### config.mk
export PLATFORM = sky130hd
export DESIGN_NAME = uart_tx_engine
export DESIGN_NICKNAME = d
export VERILOG_FILES = /design/src/rtl/uart_tx_engine.sv
export SDC_FILE = /design/constraint.sdc
export NUM_CORES = 1
export LEC_CHECK = 0
export BUFFER_PORTS_ARGS = -buffer_cell sky130_fd_sc_hd__buf_2
export CAP_MARGIN = 0
export CORE_MARGIN = 5
export CORE_UTILIZATION = 38
export DETAILED_ROUTE_END_ITERATION = 8
export SKIP_LAST_GASP = 1
export SYNTH_ARGS = -nofsm -noshare
export SYNTH_HDL_FRONTEND = slang
export SYNTH_SLANG_ARGS = --single-unit
### constraint.sdc
create_clock -name apb_clk_in -period 6.2 [get_ports apb_clk_in]
set_input_delay 0.62 -clock apb_clk_in [delete_from_list [all_inputs] [get_ports apb_clk_in]]
set_output_delay 0.62 -clock apb_clk_in [all_outputs]
set_load 0.1 [all_outputs]
### src/rtl/uart_tx_engine.sv
// UART transmit datapath: TX FIFO feeding a 5-8 bit framer with parity, 1/1.5/2 stop, 16x/13x oversample, break and loopback.
// Latency: THR write to start bit on the line is 2 cycles, all outputs registered; backpressure: none, a write to a full FIFO is dropped and pulses tx_ovf_out.
module uart_tx_engine #(
    parameter int FIFO_DEPTH = 16,
    parameter int OSR_STD    = 16,
    parameter int OSR_ALT    = 13
) (
    input  logic                        apb_clk_in,
    input  logic                        apb_rstn_in,
    input  logic                        bclk_tick_in,
    input  logic                        thr_wr_in,
    input  logic [7:0]                  thr_data_in,
    input  logic                        fifo_en_in,
    input  logic                        txclr_in,
    input  logic                        utrst_in,
    input  logic [1:0]                  wls_in,
    input  logic                        stb_in,
    input  logic                        pen_in,
    input  logic                        eps_in,
    input  logic                        sp_in,
    input  logic                        bc_in,
    input  logic                        osm_sel_in,
    input  logic                        loop_in,
    output logic                        txd_out,
    output logic                        loop_txd_out,
    output logic                        thre_out,
    output logic                        temt_out,
    output logic [$clog2(FIFO_DEPTH):0] fifo_level_out,
    output logic                        tx_ovf_out
);
    localparam int LVL_W   = $clog2(FIFO_DEPTH) + 1;
    localparam int PTR_W   = $clog2(FIFO_DEPTH);
    localparam int OSR_MAX = (OSR_STD > OSR_ALT) ? OSR_STD : OSR_ALT;
    localparam int CNT_W   = $clog2(2 * OSR_MAX + 1);
    localparam logic [LVL_W-1:0] DEPTH_LVL = LVL_W'(FIFO_DEPTH);
    localparam logic [CNT_W-1:0] OSR_STD_C = CNT_W'(OSR_STD);
    localparam logic [CNT_W-1:0] OSR_ALT_C = CNT_W'(OSR_ALT);

    typedef enum logic [2:0] {S_IDLE, S_START, S_DATA, S_PARITY, S_STOP} state_t;

    logic [7:0]       mem_q [FIFO_DEPTH];
    logic [PTR_W-1:0] wr_ptr_q, wr_ptr_d, rd_ptr_q, rd_ptr_d;
    logic [LVL_W-1:0] level_q, level_d;
    logic             fifo_en_prev_q;
    state_t           state_q, state_d;
    logic [CNT_W-1:0] cnt_q, cnt_d;
    logic [2:0]       bit_q, bit_d;
    logic [7:0]       sh_q, sh_d;
    logic             par_q, par_d;
    logic [1:0]       wls_q, wls_d;
    logic             stb_q, stb_d, pen_q, pen_d, osm_q, osm_d;
    logic             txd_q, txd_d, loop_q, loop_d;
    logic             thre_q, thre_d, temt_q, temt_d, ovf_q, ovf_d;
    logic             flush, full, push, pop, start_frame, bit_end, ser, active;
    logic [CNT_W-1:0] osr, bit_lim;
    logic [7:0]       pop_dat, pop_mask;

    // FIFO bookkeeping; a pop frees the slot a same-cycle write needs, so full+pop accepts the write
    always_comb begin
        flush    = txclr_in | ~utrst_in | (fifo_en_in != fifo_en_prev_q);
        full     = fifo_en_in ? (level_q == DEPTH_LVL) : (level_q != '0);
        push     = 1'b0;
        ovf_d    = 1'b0;
        wr_ptr_d = wr_ptr_q;
        rd_ptr_d = rd_ptr_q;
        level_d  = level_q;
        if (flush) begin
            wr_ptr_d = '0;
            rd_ptr_d = '0;
            level_d  = '0;
        end else begin
            if (thr_wr_in) begin
                if (full && !pop) ovf_d = 1'b1;
                else              push  = 1'b1;
            end
            if (push) wr_ptr_d = wr_ptr_q + PTR_W'(1);
            if (pop)  rd_ptr_d = rd_ptr_q + PTR_W'(1);
            case ({push, pop})
                2'b10:   level_d = level_q + LVL_W'(1);
                2'b01:   level_d = level_q - LVL_W'(1);
                default: level_d = level_q;
            endcase
        end
    end

    always_comb begin
        osr     = osm_q ? OSR_ALT_C : OSR_STD_C;
        bit_lim = osr;
        if (state_q == S_STOP && stb_q)
            bit_lim = (wls_q == 2'b00) ? (osr + (osr >> 1)) : (osr << 1);
        bit_end  = bclk_tick_in && (cnt_q == bit_lim - CNT_W'(1));
        pop_dat  = mem_q[rd_ptr_q];
        pop_mask = 8'hFF >> (2'd3 - wls_in);

        start_frame = 1'b0;
        state_d = state_q;
        cnt_d   = cnt_q;
        bit_d   = bit_q;
        sh_d    = sh_q;
        par_d   = par_q;
        wls_d   = wls_q;
        stb_d   = stb_q;
        pen_d   = pen_q;
        osm_d   = osm_q;

        if (bclk_tick_in && state_q != S_IDLE)
            cnt_d = bit_end ? '0 : cnt_q + CNT_W'(1);

        case (state_q)
            S_IDLE:   start_frame = (level_q != '0);
            S_START:  if (bit_end) begin
                          state_d = S_DATA;
                          bit_d   = '0;
                      end
            S_DATA:   if (bit_end) begin
                          sh_d = sh_q >> 1;
                          // last data bit index is wls+4
                          if (bit_q == {1'b1, wls_q}) state_d = pen_q ? S_PARITY : S_STOP;
                          else                        bit_d   = bit_q + 3'd1;
                      end
            S_PARITY: if (bit_end) state_d = S_STOP;
            S_STOP:   if (bit_end) begin
                          state_d     = S_IDLE;
                          start_frame = (level_q != '0);
                      end
            default:  state_d = S_IDLE;
        endcase

        if (!utrst_in) begin
            state_d     = S_IDLE;
            cnt_d       = '0;
            start_frame = 1'b0;
        end

        pop = start_frame;
        if (start_frame) begin
            state_d = S_START;
            cnt_d   = '0;
            bit_d   = '0;
            sh_d    = pop_dat;
            wls_d   = wls_in;
            stb_d   = stb_in;
            pen_d   = pen_in;
            osm_d   = osm_sel_in;
            par_d   = sp_in ? ~eps_in : ((^(pop_dat & pop_mask)) ^ ~eps_in);
        end

        case (state_d)
            S_START:  ser = 1'b0;
            S_DATA:   ser = sh_d[0];
            S_PARITY: ser = par_d;
            default:  ser = 1'b1;
        endcase
        active = utrst_in ? (ser & ~bc_in) : 1'b1;
        txd_d  = loop_in ? 1'b1 : active;
        loop_d = loop_in ? active : 1'b1;
    end

    always_comb begin
        thre_d = (level_d == '0);
        temt_d = (level_d == '0) && (state_d == S_IDLE);
    end

    always_ff @(posedge apb_clk_in or negedge apb_rstn_in) begin
        if (!apb_rstn_in) begin
            wr_ptr_q       <= '0;
            rd_ptr_q       <= '0;
            level_q        <= '0;
            fifo_en_prev_q <= 1'b1;
            state_q        <= S_IDLE;
            cnt_q          <= '0;
            bit_q          <= '0;
            sh_q           <= '0;
            par_q          <= 1'b0;
            wls_q          <= 2'b11;
            stb_q          <= 1'b0;
            pen_q          <= 1'b0;
            osm_q          <= 1'b0;
            txd_q          <= 1'b1;
            loop_q         <= 1'b1;
            thre_q         <= 1'b1;
            temt_q         <= 1'b1;
            ovf_q          <= 1'b0;
        end else begin
            wr_ptr_q       <= wr_ptr_d;
            rd_ptr_q       <= rd_ptr_d;
            level_q        <= level_d;
            fifo_en_prev_q <= fifo_en_in;
            state_q        <= state_d;
            cnt_q          <= cnt_d;
            bit_q          <= bit_d;
            sh_q           <= sh_d;
            par_q          <= par_d;
            wls_q          <= wls_d;
            stb_q          <= stb_d;
            pen_q          <= pen_d;
            osm_q          <= osm_d;
            txd_q          <= txd_d;
            loop_q         <= loop_d;
            thre_q         <= thre_d;
            temt_q         <= temt_d;
            ovf_q          <= ovf_d;
        end
    end

    always_ff @(posedge apb_clk_in) begin
        if (push) mem_q[wr_ptr_q] <= thr_data_in;
    end

    assign txd_out        = txd_q;
    assign loop_txd_out   = loop_q;
    assign thre_out       = thre_q;
    assign temt_out       = temt_q;
    assign fifo_level_out = level_q;
    assign tx_ovf_out     = ovf_q;

endmodule

## Yosys cells after proc, flatten, opt, wreduce, memory -nomap -nowiden

Memory sizes are Yosys's and may differ from the RTL's.
Index checks and enable logic that the tools add are counted.

- Bits in registers: 45
- Memory bits (writable): 128
- Input port bits: 24
- Output and inout bits: 10
- Word-level logic and storage cells: 124
- Memories: 1

- Add/sub/neg operators: 9
- Equal/unequal tests: 17
- Shift operators: 1
- Multiplexer cells: 49
- Bitwise operators: 8
- Reductions and logical operators: 20

Memory list:

| name | words | width | rd ports | clocked after Yosys merged registers in | write ports | RTL line | text |
|---|---|---|---|---|---|---|---|
| mem_q | 16 | 8 | 1 | 0 | 1 | 41 | `logic [7:0] mem_q [FIFO_DEPTH];` |

Operators with widths:

| operator | count |
|---|---|
| two-way mux 3 bit | 12 |
| two-way mux 6 bit | 6 |
| two-way mux 8 bit | 3 |
| two-way mux 1 bit | 17 |
| two-way mux 4 bit | 4 |
| case mux 3 bit (5 select lines) | 1 |
| == test 3 x 2 -> 1 bit (second input constant) | 4 |
| two-way mux 5 bit | 2 |
| case mux 5 bit (2 select lines) | 1 |
| inequality test 3 bit (second input constant) | 3 |
| adder 4 x 1 -> 4 bit (second input constant) | 2 |
| bitwise AND 8 bit | 1 |
| nonzero test 2 bit | 4 |
| parity 8 bit | 1 |
| right shift 8 x 2 -> 8 bit (first input constant) | 1 |
| adder 5 x 4 -> 6 bit | 1 |
| adder 6 x 1 -> 6 bit (second input constant) | 1 |
| == test 3 x 1 -> 1 bit (second input constant) | 2 |
| == test 6 bit | 1 |
| logical NOT 3 bit | 2 |
| case mux 3 bit (2 select lines) | 1 |
| nonzero test 3 bit | 2 |
| subtractor 6 x 1 -> 6 bit (second input constant) | 1 |
| adder 5 x 1 -> 5 bit (second input constant) | 1 |
| other kinds (23) | 30 |

## Depth between registers and ports, before layout

Gate-level depths: netlist of run 1.

- Depth in word-level cells: 20
- Gate-level depth with buffers: 24
- Gate-level depth less buffers: 23

## Least setup slack after synthesis of run 1

No wires, ideal clock.

- Path type: reg-to-reg
- From: register wls_q[0]
- To: register temt_q (netlist: temt_out)
- Setup time: 0.101 ns
- Arrival time: 4.420 ns
- Data required time: 6.099 ns
- Setup slack: 1.679 ns
- Stages on the path, launching flop included: 25
- Buffers on the path: 1
- Clock period less this slack: 4.521 ns
- Cells stage by stage: dfstp_2 > or2_2 > inv_1 > ha_1 > inv_1 > nor2_1 > a21oi_1 > ha_1 > nand3b_1 > a21oi_1 > a211oi_1 > o22ai_2 > o21ai_1 > nand2_1 > clkbuf_1 > nor2_1 > ha_1 > a21o_1 > a21oi_1 > xnor2_1 > a31oi_1 > a21boi_0 > a311oi_1 > or3_1 > nor4b_1

- Cells in the longest elaborated chain, start to end: 19

Ends and longest elaborated chain:

| item | RTL line | text |
|---|---|---|
| from (decl) | 50 | `logic [1:0] wls_q, wls_d;` |
| from (signal assigned) | 194 | `wls_q <= wls_d;` |
| logical NOT 2 bit (*) | 90 | `bit_lim = (wls_q == 2'b00) ? (osr + (osr >> 1)) : (osr << 1);` |
| two-way mux 6 bit (*) | 90 |  |
| two-way mux 6 bit (*) | 89 | `if (state_q == S_STOP && stb_q)` |
| subtractor 6 x 1 -> 6 bit (*) | 91 | `bit_end = bclk_tick_in && (cnt_q == bit_lim - CNT_W'(1));` |
| == test 6 bit (*) | 91 |  |
| logical AND 1 bit (*) | 91 |  |
| two-way mux 1 bit (*) | 122 | `S_STOP: if (bit_end) begin` |
| case mux 1 bit (2 select lines) (*) | 109 | `case (state_q)` |
| [5 not listed] | -- |  |
| two-way mux 1 bit | 67 | `if (flush) begin` |
| == test 2 x 1 -> 1 bit / == test 2 bit (equally long branches) | 78 | `case ({push, pop})` |
| case mux 5 bit (2 select lines) (*) | 78 |  |
| two-way mux 5 bit (*) | 67 |  |
| via level_d[3] | 43 | `logic [LVL_W-1:0] level_q, level_d;` |
| logical NOT 5 bit (*) | 161 | `temt_d = (level_d == '0) && (state_d == S_IDLE);` |
| logical AND 1 bit (*) | 161 |  |
| via temt_d | 53 | `logic thre_q, thre_d, temt_q, temt_d, ovf_q, ovf_d;` |
| to (signal assigned) | 201 | `temt_q <= temt_d;` |
| to (decl) | 53 |  |

Mark *: on every way through the listed nets, which the timed path passes. The rest lies on a longest branch. The select of a mux whose other input is x is not followed.
A chain may end at the register's enable or synchronous reset.

## Final worst setup path of run 1

Same ends and word-level chain as after synthesis.

==> flow_summary.json, run 1 <==
{
  "syn_to_final_growth_pct": 13.1,
  "grt_pass1_wl_microns": 25800,
  "via_per_inst": 5.35,
  "drt_wl_total_microns": 16000,
  "crit_path_top_delay_cell": "or3_1",
  "ys_seq_area_frac": 0.637,
  "hold_path.class": "primary input to flop",
  "dieArea_sq_mm": 0.0236,
  "tns_ns": 0,
  "core_sq_mm": 0.0202,
  "first_pass_iters": 7,
  "place_area_sq_mm": 0.00824,
  "startpoint_type": "flop",
  "syn_area_sq_mm": 0.00782,
  "path_clk_slew_ns": 0.07,
  "syn_inst": 520,
  "path_max_fanout": 6,
  "yosys-top-cells-count": "128 x edfxtp_1, 47 x nand2_1, 38 x dfrtp_1, 38 x nor2_1, 21 x mux4_1",
  "clock_path_buffers": 2,
  "skew_ns": 0.0161,
  "cts-root-buf": "clkbuf_16",
  "hold_buffers": 0,
  "postCtsSetupRepairBufs": 0,
  "synthArstFlopShare": 0.260,
  "setup_viol": 0,
  "ant_nets": 0,
  "die_w_microns": 153,
  "synth_fp_nets": 558,
  "yosys.cell_types.count": 58,
  "cts-resized-gates": 0,
  "cp_num_buf_inv": 2,
  "clkLatencyLatePin_ns": 0.43,
  "start_util": 0.387,
  "hold_violations": 0,
  "slew_headroom": 0.272,
  "grt_max_degree": 46,
  "routabilityCongestion": 0.814,
  "vias": 4482,
  "antennaDiodeCount": 0,
  "fin_crit_ns": 4.72,
  "drive_above_1_share": 0.180,
  "max_stage_delay_ns": 0.41,
  "grt_pass1_vias": 4633,
  "synth_area_leaders": "edfxtp_1 49%, dfrtp_1 12%, mux4_1 7.1%",
  "final_core_util": 0.437,
  "first_iter_violations": 335,
  "path_cells": "or2_2, inv_1, ha_1, inv_1, nor2_1, a21oi_1, ha_1, nand3b_1, a21oi_1, a211oi_1, o22ai_2, o21ai_1, nand2_1, nor2_1, ha_1, a21o_1, a21oi_1, xnor2_1, a31oi_1, a21boi_0, a311oi_1, or3_1, nor4b_1",
  "powerDensity_mw_per_mm2": 297,
  "grt.total_usage": 0.142,
  "synth_most_common_cell": "edfxtp_1",
  "wl_per_cell_microns": 19.2,
  "grt_setup_unrepaired": "false",
  "antenna_found_initial": 0,
  "port_buffers": 33,
  "power_mw": 2.63,
  "synth-edff-count": 128,
  "fmax_mhz": 212,
  "tightest_slew_ns": 1.09,
  "maxSlewViolCount": 0,
  "htree_num_levels": 4,
  "numCtsBuffers": 17,
  "ys_warn_count": 0,
  "drc": 0,
  "ys_seq_elements": 173,
  "worst_setup_path_end_kind": "flop",
  "layout.nets": 592,
  "synth_area_leader_cell": "edfxtp_1",
  "status": "finished, final reports clean",
  "rows": 52,
  "die_h_microns": 153,
  "cp_top_family": "compound AO/OA/AOI/OAI gates",
  "arrival_ns": 5.04,
  "critPathKind": "flop to flop",
  "ios": 34,
  "yosys_most_used_dff": "edfxtp_1",
  "hpwlAfterDp_microns": 10900,
  "period_share": 0.761,
  "cap_viol_max_count": 0,
  "fin_area_sq_mm": 0.00885,
  "p_leak_nw": 3.15,
  "synth.top_cell.area_share": 0.491,
  "crit_required_ns": 6.52,
  "ir_drop_mv": 0.204,
  "grt_overflow": 0,
  "clock-sinks": 173,
  "avgSynthCellArea_sq_um": 15.0,
  "cts_tree": "yes"
}
[power by group]
group          leakage (nW)  total, mW  switching, mW  internal (mW)
Combinational          1.11      0.223          0.140         0.0833
Sequential             1.73       1.32         0.0316           1.29
Clock                 0.302       1.08          0.498          0.583
Total                  3.15       2.63          0.670           1.96
[kinds of logic (layout without fill, tap and decap cells)]
logic type	Yosys count	in the layout	share of synthesized area
AOI/OAI and AO/OA	66	66	0.0568
xor gates and xnor gates	23	23	0.0285
adders and majority gates	14	14	0.0234
buffers and inverters	34	81	0.0221
DFF	173	173	0.637
muxes	52	52	0.131
and+or+nand+nor	158	158	0.101
[final timing paths]
check | from | to | slack, ns | cells past startpoint
setup / recovery | wls_q[0] | temt_out | 1.48 | 23
max in group asynchronous | apb_rstn_in | rd_ptr_q[0] | 5.13 | 1
setup reg to reg | wls_q[0] | temt_out | 1.48 | 23
hold / removal | fifo_en_in | fifo_en_prev_q | 0.34 | 1
hold reg to reg | par_q | par_q | 0.46 | 2
min in group asynchronous | apb_rstn_in | wr_ptr_q[2] | 0.37 | 1
[stage by stage]
stage,cells,hold WS [ns],worst slack (ns)
floorplan,520,0.324,1.68
global placement,805,0.447,1.75
detailed placement,805,0.457,1.54
CTS,837,0.316,1.53
global route,837,0.318,1.09
finish,837,0.339,1.48
[registers in the layout, indices dropped and copies added (netlist names), 2 cells and up]
register,cells
mem_q,128
bit_q,3
state_q,3
wls_q,2
wr_ptr_q,4
sh_q,8
fifo_level_out,5
rd_ptr_q,4
cnt_q,6
[placed cells by master (no fill, tap or decap), types with 4 or more instances in the layout]
master     count
edfxtp_1     128
nand2_1       47
nor2_1        38
dfrtp_1       37
buf_2         33
mux4_1        21
o21ai_0       17
clkbuf_16     17
mux2i_1       16
nand3_1       15
xnor2_1       15
a21oi_1       13
mux4_2        13
ha_1          13
inv_1         10
or3_1          8
nand2b_1       8
a22oi_1        8
nor3_1         8
dfstp_2        7
xor2_1         6
buf_4          6
nand4_1        5
nor2b_1        5
a211oi_1       4
nand3b_1       4
a21o_1         4
inv_8          4
[per-layer routing]
metal,routed length (microns),track usage,vias to the layer above
met3,618,0.0331,20
met2,8180,0.239,111
met5,0,0,-
met1,7000,0.186,2277
li1,-,-,2074
met4,231,0.0391,0
[area by class of cell]
type,count,area (sq um)
fill,1822,11400
sequential,173,4980
multi-input combinational,313,2670
clock buffer,17,425
tap,270,338
timing repair buffer,39,210
clock inverter,15,189
inverter,10,37.5
Power figures use the tool's default switching activity.
==> run 2, diff against run 1 <==
clock period = 4 ns   (was 6.2 ns; I/O delays follow)
==> flow_summary.json, run 2 (synthesis results as in run 1) <==
{
  "status": "complete, but fails checks",
  "violations": "negative setup slack",
  "path_clk_slew_ns": 0.07,
  "first_pass_iters": 4,
  "cp_num_cells": 23,
  "cp_top_family": "compound AO/OA/AOI/OAI gates",
  "ant_nets": 0,
  "dieArea_sq_mm": 0.0236,
  "arrival_ns": 4.35,
  "layout_setup_ws_ns": -0.00713,
  "hold_ws_ns": 0.0984,
  "skew_ns": 0.0111,
  "grt_pass1_wl_microns": 26400,
  "vias": 4644,
  "numCtsBuffers": 17,
  "min_from": "fifo_en_in",
  "reg2reg_from": "wls_q[1]",
  "reg_top3": "mem_q x128, sh_q x8, cnt_q x6",
  "grt_setup_unrepaired": "true",
  "grt_max_degree": 46,
  "seq_area_sq_mm": 0.00498,
  "start_util": 0.387,
  "max_stage_delay_ns": 0.54,
  "die_w_microns": 153,
  "p_leak_nw": 3.31,
  "largest_reg_flops": 128,
  "reg2reg_depth": 23,
  "hpwlAfterDp_microns": 11300,
  "via_per_inst": 5.31,
  "cts_tree": "yes",
  "routabilityCongestion": 0.865,
  "setup_viol": 1,
  "drc": 0,
  "cts-root-buf": "clkbuf_16",
  "layout.nets": 629,
  "final_cell_mix": "128 x edfxtp_1, 45 x nand2_1, 43 x buf_4, 36 x nor2_1, 36 x dfrtp_1",
  "path_max_fanout": 3,
  "maxSlewViolCount": 0,
  "drive_above_1_share": 0.272,
  "startpoint": "wls_q[1]",
  "htree_num_levels": 4,
  "port_buffers": 33,
  "cp_num_buf_inv": 2,
  "ir_drop_mv": 0.293,
  "final_common_cell": "edfxtp_1",
  "wl_per_cell_microns": 18.7,
  "hold_path.class": "primary input to flop",
  "hold_violations": 0,
  "clkLatencyLatePin_ns": 0.43,
  "clock_path_buffers": 2,
  "slew_headroom": 0.320,
  "dpl.cell_count": 830,
  "period_share": 1.00,
  "multi_input_area_sq_mm": 0.00285,
  "holdPathStages": 1,
  "largest-register": "mem_q",
  "grt_pass1_vias": 4940,
  "ios": 34,
  "antennaDiodeCount": 0,
  "grt.total_usage": 0.145,
  "cpMostUsedCell": "a21oi_2",
  "final_cell_count_no_fill": 874,
  "core_sq_mm": 0.0202,
  "grt_overflow": 0,
  "crit_path_top_delay_cell": "dfstp_2",
  "rows": 52,
  "antenna_found_initial": 0,
  "powerDensity_mw_per_mm2": 441,
  "drt_wl_total_microns": 16400,
  "cap_viol_max_count": 0,
  "fin_crit_ns": 4.01,
  "hold_buffers": 0,
  "worst_setup_path_end_kind": "flop",
  "path_cells": "or2_4, inv_2, ha_4, inv_4, nor2_4, a21oi_2, ha_2, nand3b_1, a21oi_2, a22o_1, o22ai_4, o21ai_2, nand2_2, nor2_4, ha_4, a21o_1, a21oi_2, xnor2_2, a31oi_1, a21boi_2, a311oi_2, or3_4, nor4b_2",
  "crit_required_ns": 4.35,
  "die_h_microns": 153,
  "startpoint_type": "flop",
  "syn_to_final_growth_pct": 18.3,
  "clock-sinks": 173,
  "first_iter_violations": 182,
  "tightest_slew_ns": 1.02,
  "fillerInstances": 1750,
  "fmax_mhz": 250,
  "critPathKind": "flop to flop"
}
==> run 2: repair_timing <==
item                       in CTS  in global routing
buffers inserted               11                  1
hold endpoints to repair        0                  0
cloned                          0                  0
setup endpoints to repair       2                  3
resized for setup              14                  5
pin swaps                      17                 16
==> run 2: worst paths after layout <==
path / end / slack [ns]
worst max-delay path: temt_out / -0.007
worst min-delay path: fifo_en_prev_q / 0.1
worst max register to register: temt_out / -0.007
worst min register to register: par_q / 0.47
max in group asynchronous: osm_q / 3.15
min in group asynchronous: cnt_q[3] / 0.14
==> run 2: power breakdown <==
| part | total [mW] | switching (mW) | internal, mW |
|---|---|---|---|
| sequential | 2.06 | 0.0544 | 2.01 |
| combinational | 0.467 | 0.262 | 0.204 |
| clock | 1.56 | 0.736 | 0.823 |
==> run 2: layout make-up <==
| cell class | instances | share of cell area |
|---|---|---|
| inverters | 10 | 0.00433 |
| repair buffers | 76 | 0.0527 |
| clock buffers | 19 | 0.0468 |
| flip-flops and latches | 173 | 0.538 |
| well taps | 270 | 0.0365 |
| clock inverters | 13 | 0.0135 |
| multi-input cells | 313 | 0.308 |
==> run 2: through the flow <==
step	util	TNS (ns)	cell area, sq um	total power [mW]	setup WS, ns
final	0.457	-0.00713	9250	4.08	-0.00713
after global routing	0.457	-0.206	9250	4.26	-0.140
after CTS	0.456	-0.0354	9220	4.12	-0.0354
after detailed placement	0.420	-0.381	8500	2.49	-0.197
after global placement	0.420	0	8500	2.46	0.0840
after floorplan	-	-0.0991	7910	2.37	-0.0654
==> run 2: per-layer routing <==
metal  track usage  up-vias  wire (microns)
met2         0.246      102            8490
li1              -     2143               -
met1         0.179     2376            7020
met4        0.0496        0             264
met3        0.0396       23             594
met5             0        -               0
